===== config.mk =====
export PLATFORM = sky130hd
export DESIGN_NAME = network_bank_out
export DESIGN_NICKNAME = d
export VERILOG_FILES = /design/src/rtl/network_bank_out.sv
export SDC_FILE = /design/constraint.sdc
export NUM_CORES = 1
export LEC_CHECK = 0
export ABC_CLOCK_PERIOD_IN_PS = 1700
export BUFFER_PORTS_ARGS = -buffer_cell sky130_fd_sc_hd__clkbuf_2
export CAP_MARGIN = 0
export CELL_PAD_IN_SITES_DETAIL_PLACEMENT = 0
export CELL_PAD_IN_SITES_GLOBAL_PLACEMENT = 2
export CORE_UTILIZATION = 30
export DETAILED_ROUTE_END_ITERATION = 7
export GPL_ROUTABILITY_DRIVEN = 0
export GPL_TIMING_DRIVEN = 0
export PLACE_DENSITY_LB_ADDON = 0.1
export SLEW_MARGIN = 20
export SYNTH_ARGS = -nofsm -noshare
export SYNTH_HDL_FRONTEND = slang
export SYNTH_SLANG_ARGS = --single-unit

===== constraint.sdc =====
create_clock -name clk -period 1.7 [get_ports clk]
set_input_delay 0.085 -clock clk [delete_from_list [all_inputs] [get_ports clk]]
set_output_delay 0.085 -clock clk [all_outputs]
set_load 0.01 [all_outputs]

===== src/rtl/network_bank_out.sv =====
// Read-side crossbar for the 4-bank coefficient memory: returns bank k read data to lane sel_a_k,
// with the selects delayed to line up with the bank read latency.
module network_bank_out #(
  parameter int unsigned DATA_W = 14,
  parameter int unsigned RD_LAT = 1
) (
  input  logic              clk,
  input  logic              rst_n,
  input  logic              rd_en,
  input  logic [1:0]        sel_a_0,
  input  logic [1:0]        sel_a_1,
  input  logic [1:0]        sel_a_2,
  input  logic [1:0]        sel_a_3,
  input  logic [DATA_W-1:0] q0,
  input  logic [DATA_W-1:0] q1,
  input  logic [DATA_W-1:0] q2,
  input  logic [DATA_W-1:0] q3,
  input  logic              clr_err,
  output logic [DATA_W-1:0] lane_0,
  output logic [DATA_W-1:0] lane_1,
  output logic [DATA_W-1:0] lane_2,
  output logic [DATA_W-1:0] lane_3,
  output logic              lane_vld,
  output logic              perm_err,
  output logic              err_sticky
);

  localparam int unsigned NUM_BANKS = 4;
  localparam int unsigned SEL_W     = 2;

  typedef struct packed {
    logic                            vld;
    logic [NUM_BANKS-1:0][SEL_W-1:0] sel;
  } stage_t;

  typedef logic [NUM_BANKS-1:0][DATA_W-1:0] data_vec_t;

  stage_t    dly [RD_LAT];
  stage_t    last_c;
  data_vec_t q_c;
  data_vec_t lane_c;
  data_vec_t lane_r;
  logic      dup_c;
  logic      perm_nxt_c;

  // Select/valid delay line; shifts every cycle so it tracks the bank read pipeline exactly
  always_ff @(posedge clk or negedge rst_n) begin
    if (!rst_n) begin
      for (int unsigned i = 0; i < RD_LAT; i++) dly[i] <= '0;
    end else begin
      dly[0] <= {rd_en, sel_a_3, sel_a_2, sel_a_1, sel_a_0};
      for (int unsigned i = 1; i < RD_LAT; i++) dly[i] <= dly[i-1];
    end
  end

  assign last_c = dly[RD_LAT-1];
  assign q_c    = {q3, q2, q1, q0};

  // Descending bank scan so the lowest matching bank is the last write and wins
  always_comb begin
    lane_c = '0;
    for (int unsigned j = 0; j < NUM_BANKS; j++) begin
      for (int k = NUM_BANKS - 1; k >= 0; k--) begin
        if (last_c.sel[k] == SEL_W'(j)) lane_c[j] = q_c[k];
      end
    end
  end

  always_comb begin
    dup_c = 1'b0;
    for (int unsigned a = 0; a < NUM_BANKS - 1; a++) begin
      for (int unsigned b = a + 1; b < NUM_BANKS; b++) begin
        if (last_c.sel[a] == last_c.sel[b]) dup_c = 1'b1;
      end
    end
  end

  assign perm_nxt_c = last_c.vld & dup_c;

  // Output register; lanes hold across invalid beats, a new error outranks a same-cycle clear
  always_ff @(posedge clk or negedge rst_n) begin
    if (!rst_n) begin
      lane_r     <= '0;
      lane_vld   <= 1'b0;
      perm_err   <= 1'b0;
      err_sticky <= 1'b0;
    end else begin
      lane_vld   <= last_c.vld;
      perm_err   <= perm_nxt_c;
      err_sticky <= perm_nxt_c | (err_sticky & ~clr_err);
      if (last_c.vld) lane_r <= lane_c;
    end
  end

  assign lane_0 = lane_r[0];
  assign lane_1 = lane_r[1];
  assign lane_2 = lane_r[2];
  assign lane_3 = lane_r[3];

endmodule

# Yosys cells after proc, flatten, opt, wreduce, memory -nomap -nowiden
# Index checks and enable logic that the tools add are counted.
# W data, S select, Z words.
# op_classes
n_eq_ne,18
mux,22
bitwise,4
n_reduce_logical,4
# op_table
operator,n
$mux W14,16
$eq A2 B2 Y1 const B,8
$eq A2 B2 Y1,6
$eq A2 B1 Y1 const B,4
$logic_not A2 Y1,4
$mux W1,6
$and A1 B1 Y1,2
$not A1 Y1,1
$or A1 B1 Y1,1
# totals
reg_bits,68
in_bits,68
output_inout_bits,59

# Logic depth before layout (Yosys ltp)
# Gate-level depths: netlist of run 1.
# depth
depth_word,9
ltp_mapped,7

# Worst setup path before layout of run 1
# Ideal clock, no wire load.
# synth_path
path_kind,flip-flop to flip-flop
from,register dly[4] (netlist name)
to,register lane_r (netlist bit lane_0[12])
setup_time_ns,0.134
t_arrival_ns,1.273
required_time_ns,1.566
slack_ns,0.293
path_stages_with_launch,8
path_buffers,3
path_cell_list,dfrtp_1 -> buf_4 -> or2_1 -> buf_4 -> buf_6 -> nor2_1 -> o31a_1 -> o22ai_2
# synth_between
elab_chain_len,4
# synth_rtl
element,line_no,rtl
from (decl),38,stage_t dly [RD_LAT];
$logic_not A2 Y1,64,if (last_c.sel[k] == SEL_W'(j)) lane_c[j] = q_c[k];
$mux W14 (3 in a row),64,
to (signal assigned),91,if (last_c.vld) lane_r <= lane_c;
to (decl),42,data_vec_t lane_r;
# No other way between the ends.
# A chain may end at the register's enable or synchronous reset.

# Worst setup path after layout of run 1
# layout_path
from,register dly[1] (netlist name)
to,register lane_r (netlist bit lane_3[4])
# layout_between
elab_chain_len,2
# layout_rtl
element,line_no
$eq A2 B2 Y1,64
$mux W14,64
# No other way between the ends.

==> reports/metrics.yaml, run 1 <==
status:
  status: "finished with violations"
  failed_checks: "negative setup slack"
setup_path:
  cpPeakStageDelay_ps: 370
  critPathKind: "flop to flop"
  cp_max_fo: 10
  cp.required_ps: 1910
  ff2ff_path_depth: 5
  critical-path-slowest-cell: "dfrtp_1"
  crit_path_end_kind: "flop"
  cp_cell_sequence: "buf_2, and2_0, buf_2, a221oi_1, o22ai_1"
  critPathLaunchType: "flop"
  arrival_ps: 1910
  crit_top_cell: "buf_2"
synthesis:
  synth_cell_types: 30
  syn_inst: 553
  ys_top_cells_by_area: "dfrtp_1 38%, a21oi_1 9.3%, o31a_1 8.4%, o22ai_1 6.8%, o21ai_0 6.2%"
  syn_area_mm2: 0.00451
  synth_edf_count: 0
  ys_seq_elements: 68
  yosys.area.top_type_share_pct: 37.7
  syn-num-nets: 621
  synth_area_leader_cell: "dfrtp_1"
  synth_warnings: 0
  yosysSeqAreaShare_pct: 37.7
  yosysMostFrequentCell: "a21oi_1"
  avgSynthCellArea_um2: 8.15
  synthFlopType: "dfrtp_1"
  synth_commonest_cells: "84 x a21oi_1, 68 x dfrtp_1, 57 x inv_1, 56 x o21ai_0, 49 x o22ai_1"
  async_flop_share_pct: 100
global_routing:
  grt_pass1_wl_um: 30500
  grt_use_total_pct: 26.5
  antenna_found_initial: 0
  grt_pass1_vias: 4985
  grt_max_degree: 43
  overflow: 0
floorplanning:
  start_util_pct: 30.9
  fp.coreArea_mm2: 0.0146
  ios: 127
  die_height_um: 125
  rows: 44
  die_w_um: 125
  dieArea_mm2: 0.0155
timing:
  fmax_mhz: 587
  post-route-period-util_pct: 100
  whs_ps: 80.4
  tightest_slew_ps: 757
  skew_ps: 7.82
  setup_viol: 2
  final-hold-violation-count: 0
  finalWorstSetupSlack_ps: -4.44
  rsz0062_at_grt: "true"
  setup_tns_ps: -4.97
  slew_headroom_pct: 49.5
  maxSlewViolCount: 0
  fin_crit_ps: 1700
pwr:
  power_frac_seq_pct: 34.3
  power.total_w: 0.00559
  p_int_w: 0.00382
  p_comb_share_pct: 26.3
  p_switching_w: 0.00177
  vdd_drop_max_v: 0.000412
  power_density_mw_per_mm2: 945
  clkPwrFrac_pct: 39.5
  switching_share_pct: 31.6
  power.leakage_nw: 2.75
place:
  dp_hpwl_um: 14300
  dp_cells: 864
  portBuffers: 126
routing:
  avgRoutedWirePerCell_um: 23.0
  vias_per_cell: 5.64
  routed_wl_um: 20500
  drc: 0
  drt_iter0_markers: 429
  ant_nets: 0
  drtPass1Iterations: 5
  num_vias: 5016
worst_hold_path:
  holdCritPathClass: "input pin to flop"
  whs_path_depth: 3
cts:
  htree_levels: 3
  root_buffer: "clkbuf_16"
  path_clk_slew_ps: 60
  clk_latency_ps: 350
  cts_buffers: 9
  cts_buffer_depth: 2
  cts.sinks: 68
  tritoncts: "built"
  postCtsSetupRepairBufs: 0
layout:
  instances_no_fill: 890
  nFillCells: 1510
  diodes: 0
  syn2layout_area_growth_pct: 31.2
  nets: 769
  drive_above_1_share_pct: 30.0
flow_run:
  max_cap_violations: 0
## final cells by class
class	instances	area, µm²	share of cell area [%]
multi-input cells	376	2300	38.9
inverters	57	214	3.62
plain buffers	51	355	6.01
clock inverters	7	115	1.95
well taps	184	230	3.89
clock buffers	9	225	3.81
repair buffers	138	771	13.0
flip-flops and latches	68	1700	28.8
## power by group through the flow
stage / combinational [W] / sequential [W] / clock [W]
5_1_grt: 0.00158 / 0.00194 / 0.00233
4_1_cts: 0.00144 / 0.00192 / 0.00224
6_report: 0.00147 / 0.00191 / 0.00220
3_5_place_dp: 0.00141 / 0.00195 / 0
3_3_place_gp: 0.00139 / 0.00194 / 0
2_1_floorplan: 0.000696 / 0.00202 / 0
## worst paths after layout
check / slack, ps / start / end
min in group asynchronous: 240 / rst_n / lane_3[12]
max in group asynchronous: 890 / rst_n / lane_3[4]
setup reg to reg: -4 / dly[1] / lane_3[4]
setup / recovery: -4 / dly[1] / lane_3[4]
hold / removal: 80 / q0[7] / lane_2[7]
hold reg to reg: 500 / err_sticky / err_sticky
## placed cells by master, fill, tap and decap left out, drive strengths merged, types with 17 or more instances in the layout
| cell | synthesis | layout |
|---|---|---|
| clkbuf | 18 | 158 |
| a21oi | 84 | 84 |
| dfrtp | 68 | 68 |
| o22ai | 59 | 59 |
| inv | 57 | 57 |
| o21ai | 56 | 56 |
| nor2 | 46 | 46 |
| o31a | 43 | 43 |
| buf | 34 | 29 |
| nand2 | 17 | 17 |
## metal layers
metal	vias up	routed length, µm	global-route usage [%]
met4	0	445	9.21
met3	43	1370	4.77
li1	2282	-	-
met2	261	9250	40.9
met5	-	0	0
met1	2430	9380	36.9
## cells by family (layout without fill, tap and decap cells)
logic type,Yosys count,count (layout),share of synthesized area (%)
AO/OA/AOI/OAI,271,271,38.7
buffers and inverters,109,262,11.5
AND/OR/NAND/NOR,93,93,9.77
flip-flops,68,68,37.7
XOR/XNOR,12,12,2.33
## critical path: cells and delay by family, from the launching register on
family | cells | cell delay [ps]
flip-flops | 1 | 370
AND/OR/NAND/NOR | 1 | 260
buffers and inverters | 2 | 450
AO/OA/AOI/OAI | 2 | 490
## flip-flops by register name, summed over array words and instances, names as in the netlist
name	cells
lane_1	14
lane_vld	1
lane_2	14
lane_0	14
dly	9
lane_3	14
perm_err	1
err_sticky	1
## what timing repair did
action	CTS	global route
resized for setup	17	17
endpoints found under the setup margin	56	40
hold buffers	11	0
hold endpoints to repair	36	0
## per-stage QoR
stage               cell area, µm²  utilization, %  setup WS [ps]
floorplan                     4510               -            293
global placement              5370            36.8           -293
detailed placement            5400            37.0           -361
CTS                           5870            40.3           1.18
global route                  5910            40.5          -81.8
finish                        5910            40.5          -4.44
Power figures use the tool's default switching activity.
==> inputs of run 2 (changes only) <==
--- a/config.mk
+++ b/config.mk
@@ -5,14 +5,13 @@
 export SDC_FILE = /design/constraint.sdc
 export NUM_CORES = 1
 export LEC_CHECK = 0
-export ABC_CLOCK_PERIOD_IN_PS = 1700
+export ABC_CLOCK_PERIOD_IN_PS = 1900
 export BUFFER_PORTS_ARGS = -buffer_cell sky130_fd_sc_hd__clkbuf_2
 export CAP_MARGIN = 0
 export CELL_PAD_IN_SITES_DETAIL_PLACEMENT = 0
 export CELL_PAD_IN_SITES_GLOBAL_PLACEMENT = 2
 export CORE_UTILIZATION = 30
 export DETAILED_ROUTE_END_ITERATION = 7
-export GPL_ROUTABILITY_DRIVEN = 0
 export GPL_TIMING_DRIVEN = 0
 export PLACE_DENSITY_LB_ADDON = 0.1
 export SLEW_MARGIN = 20
==> constraint.sdc (replaced) <==
create_clock -name clk -period 1.9 [get_ports clk]
set_input_delay 0.095 -clock clk [delete_from_list [all_inputs] [get_ports clk]]
set_output_delay 0.095 -clock clk [all_outputs]
set_load 0.01 [all_outputs]
==> run 2 against run 1 <==
  * The run now ends clean
  * Critical endpoint is now lane_0[4]
  * Non-clock buffer count grew 1
  * Register-to-register slack better by 98 ps
  * Clock skew down 1.8 ps
  * Sequential power shrank 10%
  * Critical path depth up 1
  * Maximum frequency down 5.6%
  * Critical path type unchanged
  * Hold slack better by 13 ps
  * Setup slack gained 98 ps
  * Clock power is 8% lower
  * Design area fell by 0.70%
  * Die area unchanged
==> reports/metrics.yaml, run 2 (synthesis results as in run 1) <==
status:
  status: "finished clean"
layout:
  ff_latch_area_mm2: 0.00170  # unchanged
  nets: 770  # +0.13%
  drive_above_1_share_pct: 28.9  # -1.2 points
  syn2layout_area_growth_pct: 30.2
  final_cell_area_mm2: 0.00587  # -0.70%
  nFillCells: 1523  # +0.86%
  mostFrequentLayoutCells: "134 x clkbuf_2, 84 x a21oi_1, 68 x dfrtp_1"
  final_common_cell: "clkbuf_2"
  instances_no_fill: 891  # +0.11%
  diodes: 0  # unchanged
  multi_input_area_mm2: 0.00229  # -0.54%
place:
  dp_cells: 864  # unchanged
  gp_congestion: 0.859
  portBuffers: 126  # unchanged
  dp_hpwl_um: 14200  # -0.30%
  place_area_mm2: 0.00540  # unchanged
routing:
  routed_wl_um: 20200  # -1.4%
  num_vias: 4988  # -0.56%
  vias_per_cell: 5.60  # -0.67%
  drt_iter0_markers: 456  # +6.3%
  drc: 0  # unchanged
  drtPass1Iterations: 5  # unchanged
  ant_nets: 0  # unchanged
  avgRoutedWirePerCell_um: 22.6  # -1.5%
timing:
  rsz0062_at_grt: "false"
  post-route-period-util_pct: 95.1  # -5.2 points
  slew_headroom_pct: 51.0  # +1.5 points
  fmax_mhz: 554  # -5.6%
  tightest_slew_ps: 735  # -22.1 ps
  fin_crit_ps: 1810  # +102 ps
  skew_ps: 6.06  # -1.75 ps
  whs_ps: 93.2  # +12.9 ps
  maxSlewViolCount: 0  # unchanged
  setup_viol: 0  # -2
  setup_tns_ps: 0  # +4.97 ps
  final-hold-violation-count: 0  # unchanged
global_routing:
  grt_pass1_vias: 4849  # -2.7%
  overflow: 0  # unchanged
  grt_max_degree: 43  # unchanged
  grt_pass1_wl_um: 30000  # -1.6%
  antenna_found_initial: 0  # unchanged
  grt_use_total_pct: 26.0  # -0.44 points
floorplanning:
  ios: 127  # unchanged
  fp.coreArea_mm2: 0.0146  # unchanged
  dieArea_mm2: 0.0155  # unchanged
  rows: 44  # unchanged
  die_w_um: 125  # unchanged
  start_util_pct: 30.9  # unchanged
  die_height_um: 125  # unchanged
cts:
  cts.sinks: 68  # unchanged
  cts_buffer_depth: 2  # unchanged
  cts_buffers: 9  # unchanged
  root_buffer: "clkbuf_16"
  tritoncts: "built"
  path_clk_slew_ps: 60  # about the same
  clk_latency_ps: 340  # about the same
  htree_levels: 3  # unchanged
setup_path:
  cpPeakStageDelay_ps: 510  # +140 ps
  critPathLaunchType: "flop"
  cp_cell_sequence: "buf_6, nor2_4, clkbuf_1, a21oi_1, o31a_1, o22ai_2"
  arrival_ps: 2070  # +160 ps
  critPathKind: "flop to flop"
  crit_path_end_kind: "flop"
  cp.required_ps: 2170  # +260 ps
  cp_max_fo: 10  # unchanged
  critical-path-slowest-cell: "clkbuf_1"
pwr:
  power_density_mw_per_mm2: 856  # -9.3%
  power.leakage_nw: 2.74  # -0.40%
  power.total_w: 0.00503  # -10%
  vdd_drop_max_v: 0.000471  # +14%
worst_hold_path:
  holdCritPathClass: "input pin to flop"
flow_run:
  max_cap_violations: 0  # unchanged
run 2: worst max-delay path, delay by kind of cell, from the launching register on:
| kind | cells | cell delay (ps) |
|---|---|---|
| buf+inv | 2 | 650 |
| compound gates | 3 | 430 |
| simple gates | 1 | 270 |
| flops | 1 | 370 |
run 2: report_power, final:
part	switching [W]	internal [W]
Combinational	0.000781	0.000513
Sequential	0.0000946	0.00162
Clock	0.000671	0.00135
run 2: metal layers:
layer / track usage [%] / routed length [µm]
met4: 8.72 / 405
met5: 0 / 0
met3: 4.30 / 1590
met2: 40.9 / 9130
met1: 36.1 / 9040
run 2: path summary, 6_finish.rpt:
kind	to	slack, ps	startpoint	cells after the start
worst max-delay path	lane_0[4]	90	dly[3]	6
worst min-delay path	lane_2[7]	90	q0[7]	3
worst max register to register	lane_0[4]	90	dly[3]	6
worst min register to register	err_sticky	480	err_sticky	1
max in group asynchronous	lane_1[4]	1090	rst_n	3
min in group asynchronous	lane_3[11]	250	rst_n	2
run 2: cell type report:
type	instances	area share (%)
timing repair buffer	138	13.1
inverter	57	3.64
multi-input combinational	376	39.0
clock inverter	4	1.62
clock buffer	12	4.37
tap	184	3.92
buffer	52	5.37
sequential	68	29.0
run 2: metrics by stage:
stage | worst slack (ps) | utilization, %
floorplan | 493 | -
global placement | -102 | 36.8
detailed placement | -113 | 37.0
CTS | 93.7 | 40.2
global route | 4.90 | 40.3
finish | 93.6 | 40.3
run 2: timing repair:
action,4_1_cts,5_1_grt
endpoints found under the hold margin,36,0
buffers inserted,0,0
hold buffers,11,0
resized for setup,5,7
setup endpoints to repair,34,18
==> inputs of run 3 (changes only) <==
--- a/config.mk
+++ b/config.mk
@@ -10,6 +10,7 @@
 export CAP_MARGIN = 0
 export CELL_PAD_IN_SITES_DETAIL_PLACEMENT = 0
 export CELL_PAD_IN_SITES_GLOBAL_PLACEMENT = 2
+export CORE_ASPECT_RATIO = 0.9
 export CORE_UTILIZATION = 30
 export DETAILED_ROUTE_END_ITERATION = 7
 export GPL_TIMING_DRIVEN = 0
==> run 3 against run 2 <==
  * Non-clock buffer count fell by 1
  * Maximum frequency rose by 1.2%
  * Via count fell by 3.1%
  * Design area fell by 0.60%
  * Die area barely moved
  * Cell count rose by 1.3%
  * Critical path depth did not move
  * Routed wire length fell by 4.5%
  * Flip-flop and latch count did not move
  * Power fell by 5.1%
==> reports/metrics.yaml, run 3 (synthesis results as in run 1) <==
pwr:
  power_density_mw_per_mm2: 818  # -4.5%
  power.leakage_nw: 2.69  # -1.8%
  vdd_drop_max_v: 0.000481  # +2.3%
  power.total_w: 0.00477  # -5.1%
routing:
  vias_per_cell: 5.35  # -4.4%
  drc: 0  # unchanged
  num_vias: 4834  # -3.1%
  avgRoutedWirePerCell_um: 21.3  # -5.8%
  drtPass1Iterations: 5  # unchanged
  routed_wl_um: 19300  # -4.5%
  ant_nets: 0  # unchanged
  drt_iter0_markers: 231  # -49%
timing:
  fin_crit_ps: 1790  # -20.6 ps
  setup_tns_ps: 0  # unchanged
  slew_headroom_pct: 56.4  # +5.4 points
  final-hold-violation-count: 0  # unchanged
  rsz0062_at_grt: "false"
  tightest_slew_ps: 654  # -81.2 ps
  setup_viol: 0  # unchanged
  maxSlewViolCount: 0  # unchanged
  post-route-period-util_pct: 94.0  # -1.1 points
  finalWorstSetupSlack_ps: 114  # +20.6 ps
  skew_ps: 4.78  # -1.29 ps
  fmax_mhz: 560  # +1.2%
floorplanning:
  rows: 42  # -4.5%
  die_height_um: 118  # -5.0%
  start_util_pct: 30.6  # -0.26 points
  die_w_um: 131  # +5.3%
  fp.coreArea_mm2: 0.0147  # +0.86%
  ios: 127  # unchanged
  dieArea_mm2: 0.0155  # about the same
layout:
  diodes: 0  # unchanged
  multi_input_area_mm2: 0.00230  # +0.55%
  drive_above_1_share_pct: 27.5  # -1.3 points
  mostFrequentLayoutCells: "126 x clkbuf_2, 84 x a21oi_1, 68 x dfrtp_1"
  nFillCells: 1544  # +1.4%
  syn2layout_area_growth_pct: 29.5
  ff_latch_area_mm2: 0.00170  # unchanged
  nets: 769  # -0.13%
  final_cell_area_mm2: 0.00584  # -0.60%
  final_common_cell: "clkbuf_2"
global_routing:
  grt_pass1_wl_um: 29000  # -3.4%
  overflow: 0  # unchanged
  grt_max_degree: 45  # +4.7%
  grt_pass1_vias: 4773  # -1.6%
  antenna_found_initial: 1  # +1
  grt_use_total_pct: 25.4  # -0.64 points
setup_path:
  cp.required_ps: 2100  # -70 ps
  critPathLaunchType: "flop"
  critPathKind: "flop to flop"
  cp_cell_sequence: "buf_6, nand2_1, buf_1, o21a_1, a221oi_1, o22ai_1"
  arrival_ps: 1990  # -80 ps
  cpPeakStageDelay_ps: 390  # -120 ps
  critical-path-slowest-cell: "a221oi_1"
  cp_max_fo: 10  # unchanged
  crit_path_end_kind: "flop"
worst_hold_path:
  holdCritPathClass: "input pin to flop"
cts:
  path_clk_slew_ps: 50  # about the same
  cts.sinks: 68  # unchanged
  clk_latency_ps: 340  # about the same
  cts_buffer_depth: 2  # unchanged
  cts_buffers: 9  # unchanged
  root_buffer: "clkbuf_16"
  htree_levels: 3  # unchanged
  tritoncts: "built"
place:
  place_area_mm2: 0.00542  # +0.32%
  dp_hpwl_um: 14900  # +4.4%
  gp_congestion: 0.875  # +1.8%
  portBuffers: 126  # unchanged
  dpl_worst_slack_ps: -76.1  # +37.1 ps
status:
  status: "finished clean"
flow_run:
  max_cap_violations: 0  # unchanged
[run 3: cell types whose count changed in the layout (fill, tap and decap cells not counted), sizes merged]
cell    previous run  this run
buf               34        35
bufinv             3         2
clkbuf           157       156
clkinv             1         0
[run 3: through the flow]
| stage | cells | utilization [%] | hold slack (ps) |
|---|---|---|---|
| 2_1_floorplan | 553 | - | -201 |
| 3_3_place_gp | 877 | 36.6 | 204 |
| 3_5_place_dp | 878 | 36.8 | 66.8 |
| 4_1_cts | 903 | 39.6 | 90.1 |
| 5_1_grt | 903 | 39.7 | 136 |
| 6_report | 903 | 39.7 | 103 |
[run 3: cell type report]
| class | count | area share, % |
|---|---|---|
| buffer | 51 | 5.17 |
| clock buffer | 13 | 4.11 |
| clock inverter | 2 | 1.03 |
| inverter | 57 | 3.66 |
| multi-input combinational | 376 | 39.4 |
| sequential | 68 | 29.1 |
| tap | 198 | 4.24 |
| timing repair buffer | 138 | 13.2 |
[run 3: critical path, delay by kind of cell, from the launching register on]
| kind | cells | cell delay, ps |
|---|---|---|
| compound gates | 3 | 710 |
| flops | 1 | 340 |
| buf+inv | 2 | 430 |
| simple gates | 1 | 170 |
[run 3: where the power goes]
part           switching, W  total, W  internal, W
registers          0.000101   0.00172      0.00162
logic              0.000775   0.00129     0.000513
clock network      0.000621   0.00176      0.00114
total               0.00150   0.00477      0.00328
[run 3: worst paths after layout]
check / end / slack (ps) / cells past startpoint / from
max: lane_3[1] / 110 / 6 / dly[2]
min: lane_2[13] / 100 / 3 / q0[13]
max reg2reg: lane_3[1] / 110 / 6 / dly[2]
min reg2reg: err_sticky / 480 / 1 / err_sticky
max in group asynchronous: lane_1[11] / 1110 / 3 / rst_n
min in group asynchronous: lane_3[0] / 240 / 2 / rst_n
[run 3: per-layer routing]
metal	vias up	part of all wire [%]	track usage [%]
li1	2276	-	-
met4	0	1.6	7.72
met3	23	6.0	4.63
met5	-	0	0
met1	2326	50	36.6
met2	209	43	38.2
[run 3: timing repair]
item	CTS	global route
endpoints found under the setup margin	6	4
resized for setup	0	4
setup buffers	0	0
hold buffers	11	0
hold endpoints to repair	34	0
